--- src/rtl/master_tx_ltssm.sv ---
// master_tx_ltssm
//   Transmit-side LTSSM companion. For the substate commanded by the main
//   LTSSM it selects the ordered set to transmit on all configured lanes,
//   handshakes each OS with the framer and counts completed OSes. It pulses
//   o_finish once the substate's minimum transmit count is reached. It also
//   owns TX electrical idle and the receiver-detect request.
//
//   Optional feature: define TX_SKP_INSERT_EN to insert one SKP ordered set
//   after every SKP_INTERVAL completed OSes while sending. When it is not
//   defined, o_osType is never SKP.
//
// Ports
//   clk                      clock
//   reset                    asynchronous, active-low reset
//   i_substate[3:0]          substate from the main LTSSM (0..9 valid)
//   i_numberOfDetectedLanes  lane count, legal values 1/2/4/8/16
//   i_osDone                 pulse: current OS finished on all enabled lanes
//   i_rxDetectDone           pulse: receiver detection complete
//   i_rxDetected             valid with i_rxDetectDone, 1 = receiver present
//   o_osValid                request to the framer to transmit o_osType
//   o_osType[2:0]            0 none, 1 TS1, 2 TS2, 3 IDL, 4 SKP
//   o_linkPad / o_lanePad    send PAD in the link / lane number field
//   o_laneEnable             thermometer mask of the detected lanes
//   o_txElecIdle             hold TX in electrical idle
//   o_rxDetectReq            request receiver detection
//   o_finish                 one-cycle pulse: TX requirement met
//   o_txDetectFail           registered detect result, valid with o_finish
module master_tx_ltssm #(
  parameter int MAXLANES          = 16,
  parameter int POLL_ACTIVE_COUNT = 1024,
  parameter int CFG_COUNT         = 16,
  parameter int SKP_INTERVAL      = 370
) (
  input  logic                clk,
  input  logic                reset,
  input  logic [3:0]          i_substate,
  input  logic [4:0]          i_numberOfDetectedLanes,
  input  logic                i_osDone,
  input  logic                i_rxDetectDone,
  input  logic                i_rxDetected,
  output logic                o_osValid,
  output logic [2:0]          o_osType,
  output logic                o_linkPad,
  output logic                o_lanePad,
  output logic [MAXLANES-1:0] o_laneEnable,
  output logic                o_txElecIdle,
  output logic                o_rxDetectReq,
  output logic                o_finish,
  output logic                o_txDetectFail
);

  typedef enum logic [1:0] {IDLE, SEND, DETECT, HOLD} state_t;

  localparam logic [2:0]  OS_NONE  = 3'd0;
  localparam logic [2:0]  OS_TS1   = 3'd1;
  localparam logic [2:0]  OS_TS2   = 3'd2;
  localparam logic [2:0]  OS_IDL   = 3'd3;
  localparam logic [10:0] CNT_MAX  = 11'h7FF;
  localparam logic [10:0] POLL_TGT = 11'(POLL_ACTIVE_COUNT);
  localparam logic [10:0] CFG_TGT  = 11'(CFG_COUNT);

  state_t              r_state;
  state_t              w_stateNxt;
  logic [3:0]          r_lastSub;
  logic [10:0]         r_count;
  logic                r_active;
  logic [2:0]          r_osType;
  logic                r_linkPad;
  logic                r_lanePad;
  logic [MAXLANES-1:0] r_laneEnable;
  logic                r_rxDetectReq;
  logic                r_finish;
  logic                r_txDetectFail;

  logic [10:0]         w_countNxt;
  logic                w_activeNxt;
  logic [2:0]          w_osTypeNxt;
  logic                w_linkPadNxt;
  logic                w_lanePadNxt;
  logic                w_rxDetectReqNxt;
  logic                w_finishNxt;
  logic                w_txDetectFailNxt;

  logic                w_subChange;
  logic                w_take;
  logic                w_abort;
  logic                w_load;
  logic                w_sending;
  logic                w_osDoneOk;
  logic                w_countEn;
  logic                w_countHit;
  logic [10:0]         w_countInc;
  logic [10:0]         w_target;
  logic                w_skpPending;
  logic [MAXLANES-1:0] w_laneMask;

  function automatic logic [2:0] os_type_of(input logic [3:0] s);
    case (s)
      4'd2, 4'd4, 4'd5, 4'd6, 4'd7: os_type_of = OS_TS1;
      4'd3, 4'd8:                   os_type_of = OS_TS2;
      4'd9:                         os_type_of = OS_IDL;
      default:                      os_type_of = OS_NONE;
    endcase
  endfunction

  // Thermometer mask; anything other than 1/2/4/8/16 (or wider than the
  // port) yields an empty mask, which also blocks transmission.
  function automatic logic [MAXLANES-1:0] lane_mask(input logic [4:0] n);
    logic [MAXLANES-1:0] m;
    m = '0;
    if ((n == 5'd1 || n == 5'd2 || n == 5'd4 || n == 5'd8 || n == 5'd16) &&
        int'(n) <= MAXLANES) begin
      for (int i = 0; i < MAXLANES; i++) begin
        if (i < int'(n)) m[i] = 1'b1;
      end
    end
    return m;
  endfunction

  assign w_laneMask  = lane_mask(i_numberOfDetectedLanes);
  assign w_subChange = (i_substate != r_lastSub);
  // Out-of-range substates are never taken, so lastSub keeps its old value.
  assign w_take      = (r_state == IDLE) && w_subChange && (i_substate <= 4'd9);
  // Any substate change while busy drops back to IDLE; the new substate is
  // then taken as a fresh request on the following cycle.
  assign w_abort     = (r_state != IDLE) && w_subChange;
  assign w_load      = w_take || w_abort;
  assign w_sending   = (r_state == SEND) || (r_state == HOLD);
  // An osDone racing a substate change belongs to the old sequence: drop it.
  assign w_osDoneOk  = w_sending && o_osValid && i_osDone && !w_subChange;
  assign w_countEn   = w_osDoneOk && !w_skpPending;
  assign w_countInc  = (r_count == CNT_MAX) ? CNT_MAX : r_count + 11'd1;
  assign w_target    = (r_lastSub == 4'd2) ? POLL_TGT : CFG_TGT;
  assign w_countHit  = (r_state == SEND) && w_countEn && (w_countInc == w_target);

`ifdef TX_SKP_INSERT_EN
  localparam logic [2:0] OS_SKP  = 3'd4;
  localparam logic [8:0] SKP_TGT = 9'(SKP_INTERVAL);

  logic [8:0] r_skpCnt;
  logic       r_skpPending;

  // The completion of a SKP clears the pending flag but is not counted,
  // neither toward the target nor toward the next SKP interval.
  always_ff @(posedge clk or negedge reset) begin
    if (!reset) begin
      r_skpCnt     <= '0;
      r_skpPending <= 1'b0;
    end else if (w_load || !w_sending) begin
      r_skpCnt     <= '0;
      r_skpPending <= 1'b0;
    end else if (w_osDoneOk) begin
      if (r_skpPending) begin
        r_skpPending <= 1'b0;
      end else if (r_skpCnt + 9'd1 == SKP_TGT) begin
        r_skpCnt     <= '0;
        r_skpPending <= 1'b1;
      end else begin
        r_skpCnt     <= r_skpCnt + 9'd1;
      end
    end
  end

  assign w_skpPending = r_skpPending;
  assign o_osType     = r_skpPending ? OS_SKP : r_osType;
`else
  assign w_skpPending = 1'b0;
  assign o_osType     = r_osType;
`endif

  // State register
  always_ff @(posedge clk or negedge reset) begin
    if (!reset) r_state <= IDLE;
    else        r_state <= w_stateNxt;
  end

  // Next-state logic
  always_comb begin
    w_stateNxt = r_state;
    unique case (r_state)
      IDLE: begin
        if (w_take) begin
          if (i_substate == 4'd0)      w_stateNxt = IDLE;
          else if (i_substate == 4'd1) w_stateNxt = DETECT;
          else                         w_stateNxt = SEND;
        end
      end
      DETECT: begin
        if (w_abort || i_rxDetectDone) w_stateNxt = IDLE;
      end
      SEND: begin
        if (w_abort)         w_stateNxt = IDLE;
        else if (w_countHit) w_stateNxt = HOLD;
      end
      HOLD: begin
        if (w_abort) w_stateNxt = IDLE;
      end
      default: w_stateNxt = IDLE;
    endcase
  end

  // Output / datapath next values
  always_comb begin
    w_activeNxt       = r_active;
    w_osTypeNxt       = r_osType;
    w_linkPadNxt      = r_linkPad;
    w_lanePadNxt      = r_lanePad;
    w_countNxt        = r_count;
    w_rxDetectReqNxt  = r_rxDetectReq;
    w_txDetectFailNxt = r_txDetectFail;
    w_finishNxt       = w_countHit;

    // The OS selection follows the incoming substate already on an abort,
    // so the framer switches type without a gap.
    if (w_load) begin
      w_activeNxt  = (i_substate >= 4'd2) && (i_substate <= 4'd9);
      w_osTypeNxt  = os_type_of(i_substate);
      w_linkPadNxt = (i_substate >= 4'd2) && (i_substate <= 4'd4);
      w_lanePadNxt = (i_substate >= 4'd2) && (i_substate <= 4'd5);
      w_countNxt   = '0;
    end else if (w_countEn) begin
      w_countNxt   = w_countInc;
    end

    if (w_take) begin
      w_rxDetectReqNxt = (i_substate == 4'd1);
      if (i_substate == 4'd0) w_finishNxt = 1'b1;
    end else if (r_state == DETECT) begin
      if (w_abort) begin
        w_rxDetectReqNxt  = 1'b0;
      end else if (i_rxDetectDone) begin
        w_rxDetectReqNxt  = 1'b0;
        w_txDetectFailNxt = !i_rxDetected;
        w_finishNxt       = 1'b1;
      end
    end
  end

  always_ff @(posedge clk or negedge reset) begin
    if (!reset) begin
      r_lastSub      <= 4'hF;
      r_count        <= '0;
      r_active       <= 1'b0;
      r_osType       <= OS_NONE;
      r_linkPad      <= 1'b1;
      r_lanePad      <= 1'b1;
      r_laneEnable   <= '0;
      r_rxDetectReq  <= 1'b0;
      r_finish       <= 1'b0;
      r_txDetectFail <= 1'b0;
    end else begin
      if (w_take) r_lastSub <= i_substate;
      r_count        <= w_countNxt;
      r_active       <= w_activeNxt;
      r_osType       <= w_osTypeNxt;
      r_linkPad      <= w_linkPadNxt;
      r_lanePad      <= w_lanePadNxt;
      r_laneEnable   <= w_laneMask;
      r_rxDetectReq  <= w_rxDetectReqNxt;
      r_finish       <= w_finishNxt;
      r_txDetectFail <= w_txDetectFailNxt;
    end
  end

  assign o_osValid      = r_active && (r_laneEnable != '0);
  assign o_txElecIdle   = !r_active;
  assign o_linkPad      = r_linkPad;
  assign o_lanePad      = r_lanePad;
  assign o_laneEnable   = r_laneEnable;
  assign o_rxDetectReq  = r_rxDetectReq;
  assign o_finish       = r_finish;
  assign o_txDetectFail = r_txDetectFail;

endmodule

--- config.mk ---
export PLATFORM = sky130hd
export DESIGN_NAME = master_tx_ltssm
export DESIGN_NICKNAME = d
export VERILOG_FILES = /design/src/rtl/master_tx_ltssm.sv
export SDC_FILE = /design/constraint.sdc
export NUM_CORES = 1
export LEC_CHECK = 0
export CORE_ASPECT_RATIO = 2
export CORE_MARGIN = 2
export CORE_UTILIZATION = 45
export CTS_CLUSTER_SIZE = 10
export DETAILED_ROUTE_END_ITERATION = 12
export PLACE_DENSITY_LB_ADDON = 0.2
export SYNTH_ARGS = -nofsm -noshare
export SYNTH_HDL_FRONTEND = slang
export SYNTH_SLANG_ARGS = --single-unit
--- constraint.sdc ---
create_clock -name clk -period 4 [get_ports clk]
set_input_delay 0.6 -clock clk [delete_from_list [all_inputs] [get_ports clk]]
set_output_delay 0.6 -clock clk [all_outputs]
set_load 0.02 [all_outputs]
Yosys cells after proc, flatten, opt, wreduce, memory -nomap -nowiden
Memory sizes are Yosys's and may differ from the RTL's. A register that Yosys moved wholly into a read port is not among the register bits.
Index checks and enable logic that the tools add are counted.
{ "op_classes": {"n_reduce_logical": 34, "eq_ne": 17, "n_bitwise": 2, "order_cmp": 21, "addsub": 1, "muxes": 38} }
{ "op_table": {"columns": ["op", "n"], "rows": [
  ["$mux 11", 4],
  ["$lt 4x5->1 const A", 8],
  ["$mux 1", 25],
  ["$lt 3x5->1 const A", 4],
  ["$mux 16", 1],
  ["$reduce_bool 16->1", 1],
  ["$mux 2", 7],
  ["$logic_and 1x1->1", 13],
  ["$add 11x1->11 const B", 1],
  ["$eq 11x11->1", 1],
  ["$eq 11x11->1 const B", 1],
  ["$lt 1x5->1 const A", 2],
  ["$lt 2x5->1 const A", 2],
  ["$le 4x3->1 const B", 2],
  ["$pmux 2 s4", 1],
  ["$reduce_and 4->1", 2],
  ["$logic_or 1x1->1", 7],
  ["$ne 2x2->1 const B", 3],
  ["$reduce_bool 2->1", 3],
  ["$eq 5x1->1 const B", 1],
  ["$eq 5x2->1 const B", 1],
  ["$eq 5x3->1 const B", 1],
  ["$eq 5x4->1 const B", 1],
  ["$eq 5x5->1 const B", 1],
  ["15 further kinds", 20]
]} }
{ "word_totals": {"regBits": 42, "mem_count": 1, "output_inout_bits": 26, "rom_bits": 32} }
{ "memory_table": {"columns": ["name", "words", "word_bits", "read_ports", "rd_clocked_by_memory_dff", "wr", "line", "source"], "rows": [
  ["(name not given)", 16, 2, 1, 1, 0, "98", "case (s)"]
]} }

Depth between registers and ports, before layout
{ "logic_depth": {"word_depth": 11, "depth_mapped": 8} }

Worst setup path before layout
Ideal clock, no wire load.
{ "synth_path": {"path_kind": "register to register", "from": "reg r_laneEnable[10] (netlist: o_laneEnable[10])", "to": "reg r_count[9]", "synth_period_minus_slack_ps": 1923, "t_required_ps": 3865, "slack_ps": 2077, "setup_time_ps": 135, "path_stages_with_launch": 7, "t_arrival_ps": 1787, "cell_sequence": "dfrtp_1 -> nor4_1 -> a41oi_2 -> and3_1 -> buf_2 -> a31oi_1 -> a211oi_1"} }
{ "synth_via": {"elab_chain_len": 6} }
{ "synth_rtl": {"columns": ["item", "line", "source"], "rows": [
  ["start, declared", "70", "logic [MAXLANES-1:0] r_laneEnable;"],
  ["start signal, assigned", "258", "r_laneEnable <= w_laneMask;"],
  ["$reduce_bool 16->1", "265", "assign o_osValid = r_active && (r_laneEnable != '0);"],
  ["$logic_and 1x1->1", "265", null],
  ["via o_osValid", "41", "output logic o_osValid,"],
  ["$logic_and 1x1->1 (3 in series)", "130", "assign w_osDoneOk = w_sending && o_osValid && i_osDone && !w_subChange;"],
  ["$reduce_bool 2->1 (no line)", null, null],
  ["end signal, assigned", "253", "r_count <= w_countNxt;"],
  ["end, declared", "65", "logic [10:0] r_count;"]
]} }
The timed path passes the listed nets, and every way through them passes these cells.
A chain may end at the register's enable or synchronous reset.

Final worst setup path
{ "layout_path": {"from": "reg r_laneEnable[9] (netlist: o_laneEnable[9])", "to": "out o_osValid"} }
{ "layout_via": {"elab_chain_len": 2} }
{ "layout_rtl": {"columns": ["item", "line"], "rows": [
  ["$reduce_bool 16->1", "265"],
  ["$logic_and 1x1->1", "265"],
  ["end, declared", "41"]
]} }
No other way between the ends.

==> key figures <==
Run status
  • Status: finished, final reports clean

GRT
  • Global route hottest layer: met2
  • Antenna violations before repair: 0
  • Vias in the first global route: 1702
  • Global-route wire length before repair: 8010 um
  • Met3 Use GR: 3.33%
  • Largest net degree at the start of global routing: 42
  • M1 GR Usage: 26.4%
  • Total GRT Usage: 19.8%
  • Gr ovfl total: 0
  • GR met2 Demand/Resource: 31.7%

Placement
  • Pre-CTS WS: 1.31 ns
  • Global placement routability congestion: 0.887
  • DP Area: 2560 um^2
  • DP Cell Count: 310
  • I/O Buffers: 38
  • HPWL Detailed: 3630 um

Layout
  • Proportion of layout cells with a drive suffix above 1: 10.3%
  • Nets: 275
  • Diode count: 0
  • Area Overhead vs Synth: 21.0%
  • # fillers: 473
  • FF/Latch Area: 1030 um^2
  • Fin area: 2650 um^2
  • Cell Count, Final, Fillers Out: 318
  • Post-layout util: 55.5%
  • Multi-input logic area: 1060 um^2

Route
  • Post-DR vias/cell: 5.58
  • DRC: 0
  • DR pass1 iterations: 4
  • Final Routed Wirelength: 4820 um
  • DR iter-0 viols: 53
  • DR WL/cell: 15.2 um
  • Detail Route Antenna Nets: 0
  • Via Count: 1774

Power
  • Leakage Power: 1.12 nW
  • Final Total Pwr: 1.13 mW
  • Peak supply drop: 0.280 mV
  • PD cells: 427 nW/um^2

Synth
  • Async SR Flop Fraction: 100%
  • Yosys top cell by area: dfrtp_1
  • Cell count after synthesis: 227
  • Seq/Total Area, Yosys: 47.2%
  • Syn Area/Cell: 9.65 um^2
  • Synth top area share: 40.0%
  • Synthesized flop and latch total: 41
  • Yosys warnings: 0
  • Prevailing post-synth register cell: dfrtp_1
  • Netlist cell types: 53
  • Syn Nets: 242
  • Top cells by area in the synthesized netlist: dfrtp_1 (40%), dfstp_2 (7.2%), and3_1 (3.7%)
  • Post-synth EDFFs: 0
  • Post-Syn Area: 2190 um^2

STA
  • Tmin final: 2.75 ns
  • Worst-case clock skew: 0.00982 ns
  • Tightest Pin Transition: 0.871 ns
  • Max Slew Vio Count: 0
  • Final hold vios: 0
  • Setup TNS: 0 ns
  • Tcrit/Tclk final: 68.8%
  • RSZ-0062 raised after global routing: no
  • Rel. slew slack: 41.9%
  • Fmax: 363 MHz
  • Worst hold margin: 0.417 ns
  • Final setup viols: 0
  • Setup slack after layout: 1.25 ns

Floorplanning
  • Die ar.: 5480 um^2
  • Chip height: 103 um
  • # IOs: 40
  • Starting Density: 45.9%
  • Core area: 4770 um^2
  • Std cell rows: 36
  • Die width: 53.3 um

Setup path
  • Worst reg2reg path startpoint: o_laneEnable[9]
  • Crit path to: o_osValid
  • Cell depth of the worst setup path: 3
  • Top Family by Delay on Critical Path: buffers and inverters
  • CP Max Fanout: 4
  • Setup CP Type: reg2out
  • Critical path's slowest cell: clkdlybuf4s50_1
  • Worst path buffer plus inverter count: 1
  • Worst R2R End: r_count[8]
  • CP startpoint: o_laneEnable[9]
  • Reg2Reg Depth: 5
  • Critical path cell sequence: nor4_1 -> a41oi_2 -> clkdlybuf4s50_1
  • Req. time, crit path: 3.40 ns
  • CP Capture Type: primary output
  • Reg2Reg Setup Slack: 1.96 ns
  • WP data arrival: 2.15 ns
  • CP max stage delay: 0.63 ns
  • Startpoint Class: register

Clock network
  • CTS sink count: 41
  • Setup bufs post-CTS: 0
  • CTS tree: built
  • Num CTS Buffers: 5
  • CTS clk-pin slew, worst paths: 0.08 ns
  • CTS Hold Bufs: 0
  • CTS root buf: clkbuf_8
  • Longest Clk Path Bufs: 2
  • CTS resizes: 0
  • H-tree depth: 2
  • Skew-Pair Late Insertion Delay: 0.29 ns

Job
  • Max cap viols: 0

Worst hold path
  • HP Class: in2async
==> layer usage <==
metal  vias to the layer above  routed length [um]
met2                        32                2450
li1                        896                   -
met3                         6                 164
met1                       840                2120
met5                         -                   0
met4                         0                  89
==> sequential cells by signal, summed over array words and instances, names as in the netlist, 2 cells and up <==
| name | flops |
|---|---|
| o_osType | 2 |
| r_count | 11 |
| o_laneEnable | 16 |
| r_state | 2 |
| r_lastSub | 4 |
==> worst min path at each step <==
stage          slack, ns                to  cells past startpoint
2_1_floorplan       0.30          o_finish                      0
3_3_place_gp        0.47       o_osType[0]                      2
3_5_place_dp        0.47         o_lanePad                      2
4_1_cts             0.46  o_laneEnable[10]                      1
5_1_grt             0.50   o_laneEnable[9]                      1
6_report            0.42   o_laneEnable[9]                      1
==> cell families after synthesis <==
group / synth area share (%)
xor gates and xnor gates: 3.60
and+or+nand+nor: 25.6
buffers and inverters: 4.57
other: 0.171
muxes: 2.91
DFF: 47.2
AOI/OAI and AO/OA: 15.4
adders and majority gates: 0.571
==> cells in the final DEF, fill, tap and decap left out, types with 7 or more instances in the layout <==
cell	instances
nand4_1	7
a21oi_1	11
dfrtp_1	35
inv_1	7
o21ai_0	10
clkdlybuf4s50_1	37
and3_1	13
nand2_1	20
nor3_1	9
nor2_1	21
xnor2_1	8
nand3_1	9
==> final cells by class <==
type / count / area share, %
clock buffers: 6 / 2.74
clock inverters: 2 / 0.566
inverters: 7 / 0.991
multi-input cells: 167 / 39.9
flip-flops and latches: 41 / 39.0
well taps: 57 / 2.69
repair buffers: 38 / 14.2
==> synth_stat cells, drive strengths merged (6+ instances only) <==
cell type and number:
a21oi 11, and3 13, buf 8, dfrtp 35, dfstp 6, inv 7
nand2 20, nand3 9, nand4 8, nor2 22, nor3 9, o21ai 10
xnor2 8
==> power by group <==
group / internal [mW] / total (mW) / switching [mW]
Sequential: 0.484 / 0.532 / 0.0486
Combinational: 0.148 / 0.337 / 0.190
Clock: 0.123 / 0.262 / 0.139
No activity file was read; power rests on OpenSTA's default activity.
==> RTL change (same flow settings) <==
Register the inputs `i_numberOfDetectedLanes`, `i_osDone`, `i_rxDetectDone` and `i_rxDetected` before use, with the module's reset. The logic sees them one clock later. The other inputs are not delayed to match.
--- a/src/rtl/master_tx_ltssm.sv
+++ b/src/rtl/master_tx_ltssm.sv
@@ -61,2 +61,21 @@
 
+  logic [4:0] i_numberOfDetectedLanes_q;
+  logic i_osDone_q;
+  logic i_rxDetectDone_q;
+  logic i_rxDetected_q;
+
+  always_ff @(posedge clk or negedge reset) begin
+    if (!reset) begin
+      i_numberOfDetectedLanes_q <= '0;
+      i_osDone_q                <= '0;
+      i_rxDetectDone_q          <= '0;
+      i_rxDetected_q            <= '0;
+    end else begin
+      i_numberOfDetectedLanes_q <= i_numberOfDetectedLanes;
+      i_osDone_q                <= i_osDone;
+      i_rxDetectDone_q          <= i_rxDetectDone;
+      i_rxDetected_q            <= i_rxDetected;
+    end
+  end
+
   state_t              r_state;
@@ -119,3 +138,3 @@
 
-  assign w_laneMask  = lane_mask(i_numberOfDetectedLanes);
+  assign w_laneMask  = lane_mask(i_numberOfDetectedLanes_q);
   assign w_subChange = (i_substate != r_lastSub);
@@ -129,3 +148,3 @@
   // An osDone racing a substate change belongs to the old sequence: drop it.
-  assign w_osDoneOk  = w_sending && o_osValid && i_osDone && !w_subChange;
+  assign w_osDoneOk  = w_sending && o_osValid && i_osDone_q && !w_subChange;
   assign w_countEn   = w_osDoneOk && !w_skpPending;
@@ -188,3 +207,3 @@
       DETECT: begin
-        if (w_abort || i_rxDetectDone) w_stateNxt = IDLE;
+        if (w_abort || i_rxDetectDone_q) w_stateNxt = IDLE;
       end
@@ -230,5 +249,5 @@
         w_rxDetectReqNxt  = 1'b0;
-      end else if (i_rxDetectDone) begin
+      end else if (i_rxDetectDone_q) begin
         w_rxDetectReqNxt  = 1'b0;
-        w_txDetectFailNxt = !i_rxDetected;
+        w_txDetectFailNxt = !i_rxDetected_q;
         w_finishNxt       = 1'b1;
Formal check against the unedited RTL: not equivalent (a bounded check fails within 4 cycles, from zero or initial values and one cycle with reset low).
==> RTL change against the unedited design <==
Fmax fell by 2.9%. Setup slack got worse by 0.083 ns. Sequential cell count rose by 8. Power is 18% higher. Critical path depth up 3. Routed wire length increased by 8.4%. Critical path type is now in2reg. Highest routed layer unchanged. Synthesized area is 9.9% higher. Design area grew 8.3%. Global-route usage fell by 1.4 points. Via count up 4.1%. Combinational power rose by 4%. Sequential share of layout area rose by 4.0 points.
==> RTL change: results (changes against the unedited design) <==
stage	metric	value	unit	change
logic_synthesis	Synth area leaders	dfrtp_1 45%, dfstp_2 6.5%, nor2_1 3.9%		was dfrtp_1 40%, dfstp_2 7.2%, and3_1 3.7%
power_and_ir_drop	Leak Pwr	1.207	nW	was 1.115 nW
cts	post-CTS setup buffer count	0		unchanged
logic_synthesis	Post-synth top cells	43 x dfrtp_1, 25 x nor2_1, 18 x nand2_1		was 35 x dfrtp_1, 21 x nor2_1, 20 x nand2_1
global_route	met1 Use GR	18.77	%	was 26.45%
cts	H-tree levels	2		unchanged
logic_synthesis	synth unique cells	54		was 53
route	vias per cell	5.751		was 5.579
timing	Final setup viols	0		unchanged
layout	# diodes	0		unchanged
route	WL/cell	16.29	um	was 15.17 um
critical_path	slowest CP cell	and4_1		was clkdlybuf4s50_1
global_route	pin count of the biggest net entering global routing	50		was 42
cts	Clock transition at path regs	0.08	ns	about the same
cts	Root Driver	clkbuf_8		unchanged
worst_hold_path	worst min path class	in2async		unchanged
logic_synthesis	Warnings, synthesis	0		unchanged
logic_synthesis	Seq/Total Area, Yosys	51.22	%	was 47.17%
power_and_ir_drop	sw power	0.4268	mW	was 0.3776 mW
power_and_ir_drop	maximum VDD drop	0.3708	mV	was 0.2801 mV
critical_path	Critical Path Fanout Max	17		was 4
critical_path	slowest cell delay on critical path	0.64	ns	
global_route	GRT Overall Usage	18.46	%	was 19.85%
global_route	grt met2 use	35.97	%	was 31.72%
cts	Num CTS Buffers	5		unchanged
placed_design	PortBufs	38		unchanged
global_route	vias in the first global route	1833		was 1702
layout	fill count	441		was 473
logic_synthesis	Async S/R FF share, synth	100.0	%	unchanged
placed_design	Placer Congestion	0.7686		was 0.8871
global_route	routing usage on met3	2.644	%	was 3.333%
layout	ratio of cells with drive above 1 in the final layout	7.985	%	was 10.34%
route	first-pass iteration count of the detailed router	4		unchanged
cts	Worst-Skew Late Latency	0.30	ns	
critical_path	Worst Path Arrival	2.97	ns	was 2.15 ns
outcome	outcome	finished, final reports clean		unchanged
route	initial drt markers	30		was 53
logic_synthesis	Synthesized Nets	251		was 242
cts	clock buffer depth	2		unchanged
placed_design	DP Wirelength	3891	um	was 3626 um
timing	Slew headroom	31.42	%	was 41.94%
global_route	initial antenna violation count	0		unchanged
layout	max reg flops	16		unchanged
global_route	global-route wire length before repair	8576	um	was 8010 um
placed_design	Place WS	0.8618	ns	was 1.308 ns
cts	# resized after CTS	0		unchanged
timing	clock skew	0.009947	ns	was 0.009818 ns
layout	Final nets	277		was 275
-- RTL change: cell count changes after synthesis, moves of 5 or more --
cell      delta
clkbuf_1     +8
dfrtp_1      +8
nand4_1      -6
nor3_1       -5
and3_1      -11
xor2_1       +6
-- RTL change: per-layer routing --
layer	vias up	part of all wire [%]	wire length, um
met5	-	0	0
met4	0	2.6	138
met3	11	3.0	158
met2	38	58	3019
met1	893	37	1911
li1	904	-	-
-- RTL change: logic make-up (layout without fill, tap and decap cells) --
group,Yosys count,in the layout,share of synthesized area [%]
adder cells (fa/ha/maj),1,1,0.5194
buffers and inverters,26,53,5.454
AO/OA/AOI/OAI,57,57,16.78
XOR/XNOR,11,11,4.000
flip-flops,49,49,51.22
AND/OR/NAND/NOR,85,85,19.22
other,1,1,0.1557
multiplexers,6,6,2.649
-- RTL change: final timing paths --
| check | startpoint | to | slack (ns) | cells after the start |
|---|---|---|---|---|
| worst min register to register | i_rxDetected_q$_DFF_PN0_ | o_txDetectFail$_DFFE_PN0P_ | 0.44 | 1 |
| worst max-delay path | i_substate[2] | r_count[7]$_DFFE_PN0P_ | 1.17 | 6 |
| max in group asynchronous | reset | r_count[5]$_DFFE_PN0P_ | 3.19 | 2 |
| worst min-delay path | reset | r_count[8]$_DFFE_PN0P_ | 0.38 | 2 |
| worst max register to register | r_count[0]$_DFFE_PN0P_ | r_state[1]$_DFFE_PN0P_ | 1.50 | 6 |
| min in group clk | i_rxDetected_q$_DFF_PN0_ | o_txDetectFail$_DFFE_PN0P_ | 0.44 | 1 |
-- RTL change: power groups by stage --
stage / logic (mW) / registers [mW] / clock network (mW)
detailed placement: 0.353 / 0.647 / 0
finish: 0.349 / 0.636 / 0.351
global route: 0.380 / 0.647 / 0.375
CTS: 0.355 / 0.637 / 0.364
floorplan: 0.215 / 0.648 / 0
global placement: 0.350 / 0.644 / 0
-- RTL change: per-stage QoR --
| stage | cell area [um^2] | util, % | std cells |
|---|---|---|---|
| 6_report | 2870 | 55.86 | 321 |
| 3_3_place_gp | 2759 | 53.69 | 313 |
| 2_1_floorplan | 2409 | - | 236 |
| 5_1_grt | 2870 | 55.86 | 321 |
| 3_5_place_dp | 2759 | 53.69 | 313 |
| 4_1_cts | 2870 | 55.86 | 321 |
-- RTL change: area by class of cell --
cell class / instances / area [um^2] / share of cell area [%]
clock buffers: 6 / 72.57 / 2.528
flip-flops and latches: 49 / 1234 / 42.98
clock inverters: 2 / 38.79 / 1.351
inverters: 5 / 18.77 / 0.6539
multi-input cells: 161 / 1044 / 36.36
repair buffers: 40 / 390.4 / 13.60
well taps: 58 / 72.57 / 2.528
-- RTL change: critical path: cells and delay by family --
kind	cells	cell delay, ns
buffers and inverters	1	0.63
and+or+nand+nor	3	1.42
xor gates and xnor gates	1	0.17
AOI/OAI and AO/OA	1	0.15
